$ cat src/rtl/ssd1306_pkg.sv
// Shared SSD1306 opcode constants, memory-mode encodings and the argument-count lookup
// used by the SPI responder decode logic.
package ssd1306_pkg;

  localparam logic [7:0] OP_MEM_MODE       = 8'h20;
  localparam logic [7:0] OP_COL_ADDR       = 8'h21;
  localparam logic [7:0] OP_PAGE_ADDR      = 8'h22;
  localparam logic [7:0] OP_CONTRAST       = 8'h81;
  localparam logic [7:0] OP_CHARGE_PUMP    = 8'h8D;
  localparam logic [7:0] OP_SEG_REMAP0     = 8'hA0;
  localparam logic [7:0] OP_SEG_REMAP1     = 8'hA1;
  localparam logic [7:0] OP_ENTIRE_OFF     = 8'hA4;
  localparam logic [7:0] OP_ENTIRE_ON      = 8'hA5;
  localparam logic [7:0] OP_NORMAL         = 8'hA6;
  localparam logic [7:0] OP_INVERT         = 8'hA7;
  localparam logic [7:0] OP_MUX_RATIO      = 8'hA8;
  localparam logic [7:0] OP_DISPLAY_OFF    = 8'hAE;
  localparam logic [7:0] OP_DISPLAY_ON     = 8'hAF;
  localparam logic [7:0] OP_PAGE_START     = 8'hB0;
  localparam logic [7:0] OP_COM_SCAN_INC   = 8'hC0;
  localparam logic [7:0] OP_COM_SCAN_DEC   = 8'hC8;
  localparam logic [7:0] OP_DISPLAY_OFFSET = 8'hD3;
  localparam logic [7:0] OP_CLK_DIV        = 8'hD5;
  localparam logic [7:0] OP_PRECHARGE      = 8'hD9;
  localparam logic [7:0] OP_COM_PINS       = 8'hDA;
  localparam logic [7:0] OP_VCOMH          = 8'hDB;

  localparam logic [1:0] MemHoriz = 2'd0;
  localparam logic [1:0] MemVert  = 2'd1;
  localparam logic [1:0] MemPage  = 2'd2;

  function automatic logic [1:0] arg_count(input logic [7:0] op);
    case (op)
      OP_CONTRAST, OP_CHARGE_PUMP, OP_MUX_RATIO, OP_DISPLAY_OFFSET, OP_CLK_DIV,
      OP_PRECHARGE, OP_COM_PINS, OP_VCOMH, OP_MEM_MODE: arg_count = 2'd1;
      OP_COL_ADDR, OP_PAGE_ADDR:                        arg_count = 2'd2;
      default:                                          arg_count = 2'd0;
    endcase
  endfunction

endpackage

$ cat src/rtl/ssd1306_spi_rx_shift.sv
// Oversampling SPI mode-0 receiver: synchronises the serial lines, detects sclk rising edges
// and assembles MSB-first bytes, presenting each completed byte with a one-cycle valid pulse.
module ssd1306_spi_rx_shift #(
  parameter int unsigned SYNC_STAGES = 2
) (
  input  logic       clk_50M,
  input  logic       rst,
  input  logic       sclk,
  input  logic       sdin,
  input  logic       dc,
  input  logic       cs_n,
  output logic       rx_valid,
  output logic [7:0] rx_byte,
  output logic       rx_dc
);

  logic [SYNC_STAGES-1:0] sclk_sync, sdin_sync, dc_sync, cs_sync;
  logic                   sclk_prev_q, cs_prev_q;
  logic [6:0]             shift_q;
  logic [2:0]             cnt_q;
  logic                   sclk_s, sdin_s, dc_s, cs_s, sclk_rise;

  assign sclk_s = sclk_sync[SYNC_STAGES-1];
  assign sdin_s = sdin_sync[SYNC_STAGES-1];
  assign dc_s   = dc_sync[SYNC_STAGES-1];
  assign cs_s   = cs_sync[SYNC_STAGES-1];

  // An edge that coincides with cs_n rising is still accepted so a final bit is not lost.
  assign sclk_rise = sclk_s & ~sclk_prev_q & ~(cs_s & cs_prev_q);

  always_ff @(posedge clk_50M) begin
    if (rst) begin
      sclk_sync   <= '0;
      sdin_sync   <= '0;
      dc_sync     <= '0;
      cs_sync     <= '1;
      sclk_prev_q <= 1'b0;
      cs_prev_q   <= 1'b1;
      shift_q     <= '0;
      cnt_q       <= '0;
      rx_valid    <= 1'b0;
      rx_byte     <= '0;
      rx_dc       <= 1'b0;
    end else begin
      sclk_sync   <= {sclk_sync[SYNC_STAGES-2:0], sclk};
      sdin_sync   <= {sdin_sync[SYNC_STAGES-2:0], sdin};
      dc_sync     <= {dc_sync[SYNC_STAGES-2:0], dc};
      cs_sync     <= {cs_sync[SYNC_STAGES-2:0], cs_n};
      sclk_prev_q <= sclk_s;
      cs_prev_q   <= cs_s;
      rx_valid    <= 1'b0;
      if (sclk_rise) begin
        shift_q <= {shift_q[5:0], sdin_s};
        cnt_q   <= cnt_q + 3'd1;
        if (cnt_q == 3'd7) begin
          rx_byte  <= {shift_q, sdin_s};
          rx_dc    <= dc_s;
          rx_valid <= 1'b1;
        end
      end else if (cs_s) begin
        cnt_q <= '0;
      end
    end
  end

endmodule

$ cat src/rtl/ssd1306_spi_responder.sv
// SSD1306 panel-side SPI responder: decodes command bytes into a shadow register set and turns
// data bytes into GDDRAM write strobes with the controller's address auto-increment.
module ssd1306_spi_responder
  import ssd1306_pkg::*;
#(
  parameter int unsigned COLS        = 128,
  parameter int unsigned PAGES       = 8,
  parameter int unsigned SYNC_STAGES = 2,
  localparam int unsigned CW = $clog2(COLS),
  localparam int unsigned PW = $clog2(PAGES),
  localparam int unsigned AW = $clog2(COLS * PAGES)
) (
  input  logic          clk_50M,
  input  logic          rst,
  input  logic          oled_sclk,
  input  logic          oled_sdin,
  input  logic          oled_dc,
  input  logic          oled_cs_n,
  output logic          rx_valid,
  output logic [7:0]    rx_byte,
  output logic          rx_dc,
  output logic          cmd_done,
  output logic          cmd_unknown,
  output logic          display_on,
  output logic          entire_on,
  output logic          invert,
  output logic          seg_remap,
  output logic          com_scan_dec,
  output logic [7:0]    contrast,
  output logic [5:0]    mux_ratio,
  output logic [5:0]    display_offset,
  output logic [5:0]    start_line,
  output logic          charge_pump,
  output logic [1:0]    mem_mode,
  output logic          ram_we,
  output logic [AW-1:0] ram_addr,
  output logic [7:0]    ram_wdata
);

  localparam logic [1:0] StIdle = 2'd0;
  localparam logic [1:0] StArg1 = 2'd1;
  localparam logic [1:0] StArg2 = 2'd2;

  ssd1306_spi_rx_shift #(
    .SYNC_STAGES(SYNC_STAGES)
  ) u_rx (
    .clk_50M (clk_50M),
    .rst     (rst),
    .sclk    (oled_sclk),
    .sdin    (oled_sdin),
    .dc      (oled_dc),
    .cs_n    (oled_cs_n),
    .rx_valid(rx_valid),
    .rx_byte (rx_byte),
    .rx_dc   (rx_dc)
  );

  logic [1:0]    state_q, state_d;
  logic [7:0]    op_q, op_d, arg1_q, arg1_d;
  logic [CW-1:0] col_q, col_d, col_start_q, col_start_d, col_end_q, col_end_d;
  logic [PW-1:0] page_q, page_d, page_start_q, page_start_d, page_end_q, page_end_d;
  logic [7:0]    col_ext;
  logic          display_on_d, entire_on_d, invert_d, seg_remap_d, com_scan_dec_d;
  logic          charge_pump_d, cmd_done_d, cmd_unknown_d, ram_we_d;
  logic [7:0]    contrast_d, ram_wdata_d;
  logic [5:0]    mux_ratio_d, display_offset_d, start_line_d;
  logic [1:0]    mem_mode_d;
  logic [AW-1:0] ram_addr_d;

  always_comb begin
    state_d          = state_q;
    op_d             = op_q;
    arg1_d           = arg1_q;
    col_d            = col_q;
    page_d           = page_q;
    col_start_d      = col_start_q;
    col_end_d        = col_end_q;
    page_start_d     = page_start_q;
    page_end_d       = page_end_q;
    col_ext          = 8'(col_q);
    display_on_d     = display_on;
    entire_on_d      = entire_on;
    invert_d         = invert;
    seg_remap_d      = seg_remap;
    com_scan_dec_d   = com_scan_dec;
    contrast_d       = contrast;
    mux_ratio_d      = mux_ratio;
    display_offset_d = display_offset;
    start_line_d     = start_line;
    charge_pump_d    = charge_pump;
    mem_mode_d       = mem_mode;
    cmd_done_d       = 1'b0;
    cmd_unknown_d    = 1'b0;
    ram_we_d         = 1'b0;
    ram_addr_d       = ram_addr;
    ram_wdata_d      = ram_wdata;

    if (rx_valid && rx_dc) begin
      // Data abandons any half-received command.
      state_d     = StIdle;
      ram_we_d    = 1'b1;
      ram_addr_d  = AW'(page_q) * AW'(COLS) + AW'(col_q);
      ram_wdata_d = rx_byte;
      unique case (mem_mode)
        MemHoriz: begin
          if (col_q == col_end_q) begin
            col_d  = col_start_q;
            page_d = (page_q == page_end_q) ? page_start_q : page_q + PW'(1);
          end else begin
            col_d = col_q + CW'(1);
          end
        end
        MemVert: begin
          if (page_q == page_end_q) begin
            page_d = page_start_q;
            col_d  = (col_q == col_end_q) ? col_start_q : col_q + CW'(1);
          end else begin
            page_d = page_q + PW'(1);
          end
        end
        default: col_d = (col_q == col_end_q) ? col_start_q : col_q + CW'(1);
      endcase
    end else if (rx_valid) begin
      unique case (state_q)
        StIdle: begin
          if (arg_count(rx_byte) != 2'd0) begin
            op_d    = rx_byte;
            state_d = StArg1;
          end else begin
            cmd_done_d = 1'b1;
            if (rx_byte[7:6] == 2'b01) begin
              start_line_d = rx_byte[5:0];
            end else if (rx_byte[7:4] == 4'h0) begin
              col_ext[3:0] = rx_byte[3:0];
              col_d        = CW'(col_ext);
            end else if (rx_byte[7:4] == 4'h1) begin
              col_ext[7:4] = rx_byte[3:0];
              col_d        = CW'(col_ext);
            end else if (rx_byte[7:4] == OP_PAGE_START[7:4] && 32'(rx_byte[3:0]) < PAGES) begin
              page_d = PW'(rx_byte[3:0]);
            end else begin
              case (rx_byte)
                OP_DISPLAY_OFF:  display_on_d   = 1'b0;
                OP_DISPLAY_ON:   display_on_d   = 1'b1;
                OP_ENTIRE_OFF:   entire_on_d    = 1'b0;
                OP_ENTIRE_ON:    entire_on_d    = 1'b1;
                OP_NORMAL:       invert_d       = 1'b0;
                OP_INVERT:       invert_d       = 1'b1;
                OP_SEG_REMAP0:   seg_remap_d    = 1'b0;
                OP_SEG_REMAP1:   seg_remap_d    = 1'b1;
                OP_COM_SCAN_INC: com_scan_dec_d = 1'b0;
                OP_COM_SCAN_DEC: com_scan_dec_d = 1'b1;
                default: begin
                  cmd_done_d    = 1'b0;
                  cmd_unknown_d = 1'b1;
                end
              endcase
            end
          end
        end
        StArg1: begin
          if (arg_count(op_q) == 2'd2) begin
            arg1_d  = rx_byte;
            state_d = StArg2;
          end else begin
            state_d    = StIdle;
            cmd_done_d = 1'b1;
            case (op_q)
              OP_CONTRAST:       contrast_d       = rx_byte;
              OP_CHARGE_PUMP:    charge_pump_d    = rx_byte[2];
              OP_MUX_RATIO:      mux_ratio_d      = rx_byte[5:0];
              OP_DISPLAY_OFFSET: display_offset_d = rx_byte[5:0];
              OP_MEM_MODE:       if (rx_byte[1:0] != 2'd3) mem_mode_d = rx_byte[1:0];
              default:           ;
            endcase
          end
        end
        StArg2: begin
          state_d    = StIdle;
          cmd_done_d = 1'b1;
          if (op_q == OP_COL_ADDR) begin
            col_start_d = CW'(arg1_q);
            col_end_d   = CW'(rx_byte);
            col_d       = CW'(arg1_q);
          end else begin
            page_start_d = PW'(arg1_q);
            page_end_d   = PW'(rx_byte);
            page_d       = PW'(arg1_q);
          end
        end
        default: state_d = StIdle;
      endcase
    end
  end

  always_ff @(posedge clk_50M) begin
    if (rst) begin
      state_q        <= StIdle;
      op_q           <= '0;
      arg1_q         <= '0;
      col_q          <= '0;
      page_q         <= '0;
      col_start_q    <= '0;
      col_end_q      <= CW'(COLS - 1);
      page_start_q   <= '0;
      page_end_q     <= PW'(PAGES - 1);
      display_on     <= 1'b0;
      entire_on      <= 1'b0;
      invert         <= 1'b0;
      seg_remap      <= 1'b0;
      com_scan_dec   <= 1'b0;
      contrast       <= 8'h7F;
      mux_ratio      <= 6'h3F;
      display_offset <= '0;
      start_line     <= '0;
      charge_pump    <= 1'b0;
      mem_mode       <= MemPage;
      cmd_done       <= 1'b0;
      cmd_unknown    <= 1'b0;
      ram_we         <= 1'b0;
      ram_addr       <= '0;
      ram_wdata      <= '0;
    end else begin
      state_q        <= state_d;
      op_q           <= op_d;
      arg1_q         <= arg1_d;
      col_q          <= col_d;
      page_q         <= page_d;
      col_start_q    <= col_start_d;
      col_end_q      <= col_end_d;
      page_start_q   <= page_start_d;
      page_end_q     <= page_end_d;
      display_on     <= display_on_d;
      entire_on      <= entire_on_d;
      invert         <= invert_d;
      seg_remap      <= seg_remap_d;
      com_scan_dec   <= com_scan_dec_d;
      contrast       <= contrast_d;
      mux_ratio      <= mux_ratio_d;
      display_offset <= display_offset_d;
      start_line     <= start_line_d;
      charge_pump    <= charge_pump_d;
      mem_mode       <= mem_mode_d;
      cmd_done       <= cmd_done_d;
      cmd_unknown    <= cmd_unknown_d;
      ram_we         <= ram_we_d;
      ram_addr       <= ram_addr_d;
      ram_wdata      <= ram_wdata_d;
    end
  end

endmodule

$ cat config.mk
export PLATFORM = sky130hd
export DESIGN_NAME = ssd1306_spi_responder
export DESIGN_NICKNAME = d
export VERILOG_FILES = /design/src/rtl/ssd1306_pkg.sv /design/src/rtl/ssd1306_spi_rx_shift.sv /design/src/rtl/ssd1306_spi_responder.sv
export SDC_FILE = /design/constraint.sdc
export NUM_CORES = 1
export LEC_CHECK = 0
export CAP_MARGIN = 20
export CORE_UTILIZATION = 45
export CTS_CLUSTER_DIAMETER = 80
export CTS_CLUSTER_SIZE = 16
export DETAILED_ROUTE_END_ITERATION = 8
export PLACE_DENSITY = 0.67
export SYNTH_ARGS = -nofsm -noshare
export SYNTH_HDL_FRONTEND = slang
export SYNTH_SLANG_ARGS = --single-unit
$ cat constraint.sdc
create_clock -name clk_50M -period 4.6 [get_ports clk_50M]
set_input_delay 0.69 -clock clk_50M [delete_from_list [all_inputs] [get_ports clk_50M]]
set_output_delay 0.69 -clock clk_50M [all_outputs]
set_load 0.03 [all_outputs]
==> flow_metrics.py <==
metrics = {
    "status": {
        "status": "complete, no violations",
    },
    "clocking": {
        "cts_max_level": 4,
        "root_buffer": "clkbuf_16",
        "cts_tree": "done",
        "cts_resized": 0,
        "cts_buffer_depth": 2,
        "clkLatencyLatePin_ps": 420,
        "cts_made_buffers": 17,
        "postCtsSetupBuffers": 0,
        "clk_pin_slew_ps": 50,
        "holdBufCountCts": 0,
        "cts_sinks": 132,
    },
    "route": {
        "drt-total-wl_um": 14600,
        "postRouteAntennaNets": 0,
        "drcViolationCount": 0,
        "drtIter0Drc": 361,
        "via_count": 4942,
        "wl_per_cell_um": 16.3,
        "drtPass1Iterations": 5,
        "vias_per_cell": 5.54,
    },
    "min_path": {
        "hp-class": "reg -> reg",
    },
    "finish": {
        "layout-drive-gt1-share_pct": 7.64,
        "nets": 717,
        "diodes": 0,
        "synthToLayoutAreaGrowth_pct": 23.2,
        "fillCellCount": 1138,
    },
    "critical_path": {
        "slowest_delay_ps": 1030,
        "crit_required_ps": 3910,
        "crit_arrival_ps": 2290,
        "critical_path.cell_chain": "clkdlybuf4s50_1",
        "crit_path_top_delay_cell": "dfxtp_1",
        "setup.worst_path.start_class": "flop",
        "endpoint_kind": "output pin",
        "cp_max_fo": 26,
        "cp_top_family": "flip-flops",
        "cp_num_buf_inv": 1,
        "criticalPathCategory": "reg -> out",
    },
    "timing": {
        "hold_violations": 0,
        "rsz0062_at_grt": "no",
        "timing.fmax_mhz": 336,
        "finalCritPeriodShare_pct": 64.7,
        "final_max_slew_viol_count": 0,
        "setup_slack_ps": 1620,
        "slew_headroom_pct": 24.1,
        "min_period_ps": 2980,
        "tns_ps": 0,
        "setup-violations-final": 0,
        "worst_slew_pin_slew_ps": 1140,
        "skew_ps": 9.04,
    },
    "synth": {
        "synth_nets": 674,
        "synth_commonest_cells": "dfxtp_1 (132), nand2_1 (109), mux2i_1 (73)",
        "async_reset_ff_share_pct": 0,
        "seq_area_frac_synth_pct": 44.9,
        "ys_top_cells_by_area": "dfxtp_1 (45%), mux2i_1 (12%), nand2_1 (7.0%)",
        "syn-mean-instance-area_sq_um": 8.85,
        "ys_warn_count": 0,
        "synth-main-ff-cell": "dfxtp_1",
        "synth_top_area_share_pct": 44.9,
        "synthesis.area_sq_mm": 0.00588,
        "synth_most_common_cell": "dfxtp_1",
        "synth_edf_count": 0,
        "synth_top_cell_by_area": "dfxtp_1",
        "syn-instance-count": 664,
        "synthDistinctLibCells": 64,
        "ys_seq_elements": 132,
    },
    "run": {
        "drv_cap": 0,
    },
    "power_and_ir_drop": {
        "p_int_mw": 2.03,
        "clkPwrFrac_pct": 52.9,
        "cellPowerDensity_mw_per_mm2": 348,
        "ir_drop_mv": 0.269,
        "netSwitchingFraction_pct": 19.5,
        "leakage_nw": 2.52,
        "seqPwrFrac_pct": 45.8,
        "switching_power_mw": 0.493,
        "p_comb_share_pct": 1.3,
    },
    "placement": {
        "place.port_buffers": 70,
        "pre_cts_ws_ps": 1750,
        "place.gp.congestion": 0.823,
        "dp.final_hpwl_um": 9200,
    },
    "floorplanning": {
        "die_height_um": 116,
        "chipWidth_um": 116,
        "coreArea_sq_mm": 0.0127,
        "ios": 71,
        "rows": 41,
        "start_util_pct": 46.4,
        "die_area_sq_mm": 0.0135,
    },
    "global_route": {
        "grt_pass1_vias": 4634,
        "grtUsageTotal_pct": 22.7,
        "grt_pass1_wl_um": 23400,
        "gr-total-overflow": 0,
        "grt_antenna_before_repair": 0,
        "grt_max_degree": 60,
    },
}
area by class of cell:
| type | count | area [sq um] | share of cell area (%) |
|---|---|---|---|
| Sequential cell | 132 | 2640 | 36.5 |
| Inverter | 5 | 18.8 | 0.259 |
| Clock inverter | 3 | 65.1 | 0.898 |
| Multi-Input combinational cell | 473 | 2990 | 41.2 |
| Clock buffer | 29 | 520 | 7.18 |
| Tap cell | 172 | 215 | 2.97 |
| Timing Repair Buffer | 78 | 796 | 11.0 |
state kept, by name (all words and copies together) (netlist names), 3 cells and up:
signal	flops
arg1_q	7
col_end_q	7
col_q	7
col_start_q	7
contrast	8
display_offset	6
mux_ratio	6
op_q	8
page_end_q	3
page_q	3
page_start_q	3
ram_addr	10
ram_wdata	8
start_line	6
u_rx.cnt_q	3
u_rx.rx_byte	8
u_rx.shift_q	7
final timing paths:
kind	startpoint	endpoint	slack, ps	cells after the start
worst max-delay path	u_rx.rx_byte[0]	rx_byte[0]	1620	1
worst min-delay path	u_rx.cs_sync[0]	u_rx.cs_sync[1]	410	1
worst max register to register	u_rx.rx_byte[0]	op_q[4]	1710	5
worst min register to register	u_rx.cs_sync[0]	u_rx.cs_sync[1]	410	1
power by group through the flow:
stage          combinational, mW  clock (mW)  sequential, mW
4_1_cts                   0.0338        1.35            1.15
5_1_grt                   0.0372        1.40            1.15
2_1_floorplan             0.0265           0            1.18
3_5_place_dp              0.0336           0            1.18
3_3_place_gp              0.0327           0            1.18
6_report                  0.0335        1.33            1.16
kinds of logic (layout without fill, tap and decap cells):
group	Yosys count	count (layout)	share of synthesized area, %
flops	132	132	44.9
simple gates	287	287	24.6
compound gates	91	91	10.2
xor+xnor	17	17	2.53
buf+inv	59	115	4.23
fa+ha+maj	5	5	1.02
mux	73	73	12.4
metal layers:
layer / up-vias / part of all wire [%] / GRT usage (%)
li1: 2398 / - / -
met1: 2378 / 45 / 30.3
met2: 150 / 47 / 34.7
met3: 16 / 6.1 / 5.81
met4: 0 / 1.7 / 9.66
met5: - / 0 / 0
stage by stage:
stage	utilization, %	power (mW)	std cells	area, sq um	hold WS, ps
after floorplan	-	1.20	664	5880	389
after global placement	52.1	1.21	857	6600	408
after detailed placement	52.1	1.21	858	6610	396
after CTS	56.7	2.54	890	7190	417
after global routing	57.2	2.60	892	7250	423
final	57.2	2.52	892	7250	412
placed cells by master (no fill, tap or decap), drive strengths merged, types with 9 or more instances in the layout:
master,n
dfxtp,132
nand2,109
nand3,25
nor3,14
nor2,74
xor2,9
nor2b,9
clkdlybuf4s50,69
a21oi,43
mux2i,73
buf,9
clkbuf,29
Note: power is estimated with default switching activity, not from simulation.
